==> src/rtl/photonic_pkg.sv <==
// photonic_pkg
//   Shared definitions for the photonic transceiver blocks.
//   tx_state_e : transmit scheduler states. Other transceiver-level blocks
//                may reuse this enum when they need to observe the scheduler.
package photonic_pkg;

  typedef enum logic [1:0] {
    IDLE      = 2'd0,
    WAIT_SLOT = 2'd1,
    SEND      = 2'd2
  } tx_state_e;

endpackage

==> src/rtl/photonic_tx_scheduler_rr_arbiter.sv <==
// rr_arbiter
//   Combinational round-robin arbiter. It grants the first set bit of
//   `valid` found when scanning upward from index `ptr`, wrapping around to
//   index 0.
// Ports:
//   valid : in  N          request lines
//   ptr   : in  clog2(N)   highest-priority index for this cycle
//   grant : out N          one-hot grant, or zero when nothing is valid
//   found : out 1          a grant was issued
module rr_arbiter #(
  parameter int N = 4
) (
  input  logic [N-1:0]         valid,
  input  logic [$clog2(N)-1:0] ptr,
  output logic [N-1:0]         grant,
  output logic                 found
);

  // Two passes: first the indices at or above ptr, then the ones below it.
  // This gives the wrap-around priority without any modulo arithmetic.
  always_comb begin
    grant = '0;
    found = 1'b0;
    for (int i = 0; i < N; i++) begin
      if (!found && (i >= int'(ptr)) && valid[i]) begin
        grant[i] = 1'b1;
        found    = 1'b1;
      end
    end
    for (int i = 0; i < N; i++) begin
      if (!found && (i < int'(ptr)) && valid[i]) begin
        grant[i] = 1'b1;
        found    = 1'b1;
      end
    end
  end

endmodule

==> src/rtl/photonic_tx_scheduler.sv <==
// photonic_tx_scheduler
//   Shares a node's photonic transmitter between N_REQ local requesters.
//   Packets are placed only in this node's TDM slot on the shared waveguide.
//   At most one packet is sent per slot, and only whole slots are used.
// Ports:
//   clk        : in  1                     rising-edge clock
//   rst        : in  1                     synchronous, active-low reset
//   id         : in  ID_WIDTH              this node's id (static)
//   req_valid  : in  N_REQ                 per-requester packet pending
//   req_dest   : in  N_REQ*ID_WIDTH        destination per requester
//   req_data   : in  N_REQ*DATA_WIDTH      payload per requester
//   req_ready  : out N_REQ                 one-hot grant (IDLE only)
//   tx_enable  : out 1                     transmitter enable
//   tx_dest_id : out ID_WIDTH              destination to transmitter
//   tx_data    : out DATA_WIDTH            payload to transmitter
//   slot_owner : out ID_WIDTH              node owning the current slot
//   busy       : out 1                     packet buffered or being sent
module photonic_tx_scheduler
  import photonic_pkg::*;
#(
  parameter int ID_WIDTH   = 1,
  parameter int DATA_WIDTH = 1,
  parameter int N_REQ      = 4,
  parameter int SLOT_LEN   = 4
) (
  input  logic                        clk,
  input  logic                        rst,
  input  logic [ID_WIDTH-1:0]         id,
  input  logic [N_REQ-1:0]            req_valid,
  input  logic [N_REQ*ID_WIDTH-1:0]   req_dest,
  input  logic [N_REQ*DATA_WIDTH-1:0] req_data,
  output logic [N_REQ-1:0]            req_ready,
  output logic                        tx_enable,
  output logic [ID_WIDTH-1:0]         tx_dest_id,
  output logic [DATA_WIDTH-1:0]       tx_data,
  output logic [ID_WIDTH-1:0]         slot_owner,
  output logic                        busy
);

  localparam int PTR_W = $clog2(N_REQ);
  // A one-cycle slot still needs a 1-bit counter so the vector is legal.
  localparam int CNT_W = (SLOT_LEN > 1) ? $clog2(SLOT_LEN) : 1;
  localparam logic [CNT_W-1:0] CNT_LAST = CNT_W'(SLOT_LEN - 1);

  logic [CNT_W-1:0]      cycle_cnt;
  logic [ID_WIDTH-1:0]   next_owner;
  logic                  slot_last;
  logic                  slot_start;

  tx_state_e             state_q;
  tx_state_e             state_d;
  logic [PTR_W-1:0]      rr_ptr;
  logic [PTR_W-1:0]      next_ptr;
  logic [N_REQ-1:0]      grant;
  logic                  found;
  logic                  take;
  logic [ID_WIDTH-1:0]   sel_dest;
  logic [DATA_WIDTH-1:0] sel_data;
  logic [ID_WIDTH-1:0]   buf_dest;
  logic [DATA_WIDTH-1:0] buf_data;

  // The owner increment wraps naturally because NODES is a power of two.
  assign slot_last  = (cycle_cnt == CNT_LAST);
  assign next_owner = slot_owner + ID_WIDTH'(1);
  // True on the last cycle before our own slot, so the edge that ends this
  // cycle is the first edge of our slot.
  assign slot_start = slot_last && (next_owner == id);

  // Slot timer. Every node resets together, so all timers stay aligned.
  always_ff @(posedge clk) begin
    if (!rst) begin
      cycle_cnt  <= '0;
      slot_owner <= '0;
    end else if (slot_last) begin
      cycle_cnt  <= '0;
      slot_owner <= next_owner;
    end else begin
      cycle_cnt  <= cycle_cnt + CNT_W'(1);
    end
  end

  rr_arbiter #(
    .N(N_REQ)
  ) u_arb (
    .valid(req_valid),
    .ptr  (rr_ptr),
    .grant(grant),
    .found(found)
  );

  // Steer the granted requester's fields into the buffer input. The next
  // pointer is the index just after the winner.
  always_comb begin
    sel_dest = '0;
    sel_data = '0;
    next_ptr = rr_ptr;
    for (int i = 0; i < N_REQ; i++) begin
      if (grant[i]) begin
        sel_dest = req_dest[i*ID_WIDTH +: ID_WIDTH];
        sel_data = req_data[i*DATA_WIDTH +: DATA_WIDTH];
        next_ptr = PTR_W'((i + 1) % N_REQ);
      end
    end
  end

  // Next-state and output decode.
  always_comb begin
    state_d    = state_q;
    req_ready  = '0;
    tx_enable  = 1'b0;
    tx_dest_id = '0;
    tx_data    = '0;
    busy       = 1'b0;
    take       = 1'b0;
    unique case (state_q)
      IDLE: begin
        if (found) begin
          req_ready = grant;
          take      = 1'b1;
          state_d   = slot_start ? SEND : WAIT_SLOT;
        end
      end
      WAIT_SLOT: begin
        // A packet accepted partway through our own slot waits a full frame.
        busy = 1'b1;
        if (slot_start) begin
          state_d = SEND;
        end
      end
      SEND: begin
        busy       = 1'b1;
        tx_enable  = 1'b1;
        tx_dest_id = buf_dest;
        tx_data    = buf_data;
        if (slot_last) begin
          state_d = IDLE;
        end
      end
      default: begin
        state_d = IDLE;
      end
    endcase
  end

  always_ff @(posedge clk) begin
    if (!rst) begin
      state_q <= IDLE;
    end else begin
      state_q <= state_d;
    end
  end

  // The one-entry packet buffer and the round-robin pointer. Both update
  // only on an accepted grant.
  always_ff @(posedge clk) begin
    if (!rst) begin
      rr_ptr   <= '0;
      buf_dest <= '0;
      buf_data <= '0;
    end else if (take) begin
      rr_ptr   <= next_ptr;
      buf_dest <= sel_dest;
      buf_data <= sel_data;
    end
  end

endmodule

==> config.mk <==
export PLATFORM = sky130hd
export DESIGN_NAME = photonic_tx_scheduler
export DESIGN_NICKNAME = d
export VERILOG_FILES = /design/src/rtl/photonic_pkg.sv /design/src/rtl/photonic_tx_scheduler_rr_arbiter.sv /design/src/rtl/photonic_tx_scheduler.sv
export SDC_FILE = /design/constraint.sdc
export NUM_CORES = 1
export LEC_CHECK = 0
export CORE_MARGIN = 2
export CORE_UTILIZATION = 43
export DETAILED_ROUTE_END_ITERATION = 10
export GPL_TIMING_DRIVEN = 0
export HOLD_SLACK_MARGIN = 0.02
export PLACE_DENSITY = 0.77
export SLEW_MARGIN = 20
export SYNTH_ARGS = -nofsm -noshare
export SYNTH_HDL_FRONTEND = slang
export SYNTH_HIERARCHICAL = 1
export SYNTH_SLANG_ARGS = --single-unit
==> constraint.sdc <==
create_clock -name clk -period 2.6 [get_ports clk]
set_input_delay 0.52 -clock clk [delete_from_list [all_inputs] [get_ports clk]]
set_output_delay 0.52 -clock clk [all_outputs]
set_load 0.02 [all_outputs]
==> implementation parameters <==
Parameter                              Value

Status
  Run status ... complete, no violations

Floorplan
  Starting utilization of the core area ... 45.71%
  Die Wd ... 43.79 um
  Vert. Die Dim ... 43.79 um
  Core ar. ... 1489 sq um
  Die Footprint ... 1917 sq um
  Number of top-level pins ... 24
  Floorplan row count ... 14

Worst setup path
  Type of element capturing the critical path ... primary output
  CP Class ... in2out
  Kind of start point of the critical path ... input pin
  Required time of the critical path ... 2080 ps
  Worst path cell trace ... clkdlybuf4s50_1, nor2_1, o221a_2, and3_2, dlygate4sd2_1
  Critical path arrival ... 2030 ps
  Highest cell delay on the worst timing path ... 560 ps
  Maximum fanout along the worst path ... 9
  Slowest cell on the critical path ... clkdlybuf4s50_1

GRT
  Total global-route track usage ... 18.10%
  Vias in the first global route ... 643
  Global-route wire length before repair ... 2.573 mm
  Antenna violations before repair ... 0
  Total congestion overflow ... 0
  Maximum number of pins on one net before global-route repair ... 11

Logic synthesis
  Sequential area share after synthesis ... 26.47%
  Synth top area share ... 26.47%
  Synth Cell Area ... 680.7 sq um
  Most instantiated library cell after synthesis ... dfxtp_1
  Register bit count reported by yosys ... 9
  Net Count, Synth ... 100
  Post-synthesis instance total ... 81
  Number of synthesized flops with an enable pin ... 0
  Most instantiated cells after synthesis ... 9 x dfxtp_1, 6 x nor2b_1, 5 x nor2_1
  Prevailing post-synth register cell ... dfxtp_1
  Area leader, netlist ... dfxtp_1
  Number of different library cells in the post-synthesis netlist ... 35
  Synthesized area divided by synthesized cell count ... 8.403 sq um
  Largest cells by area after synthesis ... dfxtp_1 26%, ha_1 7.4%, nor2b_1 5.5%
  Number of synthesis warnings ... 6
  Fraction of synthesis flops using an asynchronous set or reset pin ... 0%

Clocking
  Clock-pin slew on the worst setup and hold paths ... 50 ps
  Clock tree from TritonCTS ... done
  Clock buffers created by TritonCTS ... 3
  Root Driver ... clkbuf_4
  Later-pin clock latency in the skew report ... 250 ps
  # clock sinks ... 9
  Clock Tree Buf Depth ... 2
  Total number of H-tree levels ... 1

Pwr
  Internal cell power ... 355.6 uW
  Total power divided by cell area ... 568.5 nW/um^2
  Fraction of power consumed by sequential logic ... 34.5%
  Total power draw ... 554.1 uW
  Clock share of power ... 18.6%
  Switching power ... 198.5 uW
  Static leakage power ... 0.0004439 uW
  Maximum ir drop on the vdd rail ... 266.4 uV
  Combinational fraction of design power ... 46.9%
  Switching share of power ... 35.82%

Final layout
  Area used by multi-input combinational logic ... 494.2 sq um
  Core utilization of the finished layout ... 65.46%
  Net total in the final layout ... 130
  Layout overhead on the synthesized area ... 43.20%
  Filler Cell Count ... 139
  Final cell area excluding filler cells ... 974.7 sq um
  Antenna cells ... 0
  Ratio of cells with drive above 1 in the final layout ... 17.27%
  Register area ... 180.2 sq um

Hold path
  Worst min-delay path category ... reg2reg

Timing
  RSZ-0062 raised after global routing ... false
  Final setup violation count ... 0
  Minimum setup slack in the final design ... 49.12 ps
  Max Fclk ... 392.0 MHz
  Final worst clock skew ... 5.368 ps
  TNS Setup ... 0 ps
  Crit share post-route ... 98.11%
  Crit path time final ... 2551 ps
  Slew Limit Fails ... 0
  Endpoints failing hold ... 0
  Worst slew slack as a fraction of its limit ... 76.08%
  Least-Margin Pin Slew ... 349.7 ps

Flow run
  Reported max-cap violation count ... 0

Placed design
  RePlAce Congestion ... 0.7683
  HPWL Detailed ... 1.204 mm
  Cell Area, Placed ... 920.9 sq um
  Placement-stage worst setup slack ... -721.9 ps
  I/O Buffers ... 22

Drt
  DR vias/cell ... 5.556
  1st-iter DRT viols ... 11
  Routed wire length per instance ... 12.27 um
  Count of unresolved DRC violations after routing ... 0
  ANT nets after route ... 0
  Routed Wire Length ... 1.546 mm
  First-pass detailed-route iteration total ... 4
  Number of vias in the routed layout ... 700
## sequential cells by signal, summed over array words and instances (netlist names)
register / count
cycle_cnt: 2
slot_owner: 1
buf_data: 1
buf_dest: 1
state_q: 2
rr_ptr: 2
## power by group through the flow
stage | clock, uW | combinational [uW] | sequential, uW
floorplan | 0 | 168 | 187
global placement | 0 | 243 | 192
detailed placement | 0 | 249 | 193
CTS | 110 | 253 | 190
global route | 117 | 291 | 195
finish | 103 | 260 | 191
## final timing paths
kind	endpoint	slack, ps	from	cells after the start
max	req_ready[3]	50	req_valid[1]	5
min	cycle_cnt[0]$_SDFF_PP0_	460	cycle_cnt[0]$_SDFF_PP0_	1
max reg2reg	buf_dest$_SDFFE_PN0P_	760	rr_ptr[1]$_SDFFE_PN0P_	8
min reg2reg	cycle_cnt[0]$_SDFF_PP0_	460	cycle_cnt[0]$_SDFF_PP0_	1
## metal layers
metal  GRT usage, %  vias to the layer above  wire, um
li1               -                      362         -
met1          18.14                      315       640
met2          34.41                       21       833
met3          2.500                        2        48
met4          10.91                        0        23
met5              0                        -         0
## area by class of cell
type / count / area share (%)
Tap cell: 16 / 2.054
Multi-Input combinational cell: 68 / 50.71
Inverter: 3 / 1.155
Timing Repair Buffer: 25 / 24.52
Clock buffer: 4 / 2.696
Sequential cell: 9 / 18.49
Buffer: 1 / 0.3851
## critical path, delay by kind of cell
family	cells	cell delay (ps)
AOI/OAI and AO/OA	1	320
buffers and inverters	2	870
and+or+nand+nor	2	310
## cells in the final DEF, fill, tap and decap left out, drive strengths merged, types with 3 or more instances in the layout
cell	Yosys	layout
nand2	3	3
nor2b	6	6
inv	3	3
a21oi	4	4
dlygate4sd2	0	3
clkdlybuf4s50	0	16
clkbuf	1	6
nor2	5	5
and2	4	4
dfxtp	9	9
buf	0	3
and3	4	4
a21boi	3	3
o21ai	4	4
nand3	3	3
ha	4	4
o31ai	3	3
## timing repair
action	CTS	global route
buffers inserted	1	2
hold buffers	0	0
setup endpoints to repair	4	4
gates resized for setup	8	5
pin swaps	1	1
## logic make-up (layout without fill, tap and decap cells)
group / count (synthesis) / count (layout) / synth area share (%)
AO/OA/AOI/OAI: 27 / 27 / 29.41
AND/OR/NAND/NOR: 35 / 35 / 31.99
XOR/XNOR: 2 / 2 / 2.574
adder cells (fa/ha/maj): 4 / 4 / 7.353
flip-flops: 9 / 9 / 26.47
buffers and inverters: 4 / 33 / 2.205
## stage by stage
stage	hold slack, ps	cells
4_1_cts	470.6	124
3_5_place_dp	462.9	119
6_report	459.6	126
2_1_floorplan	403.3	81
5_1_grt	502.0	126
3_3_place_gp	413.9	119
Power figures use the tool's default switching activity.
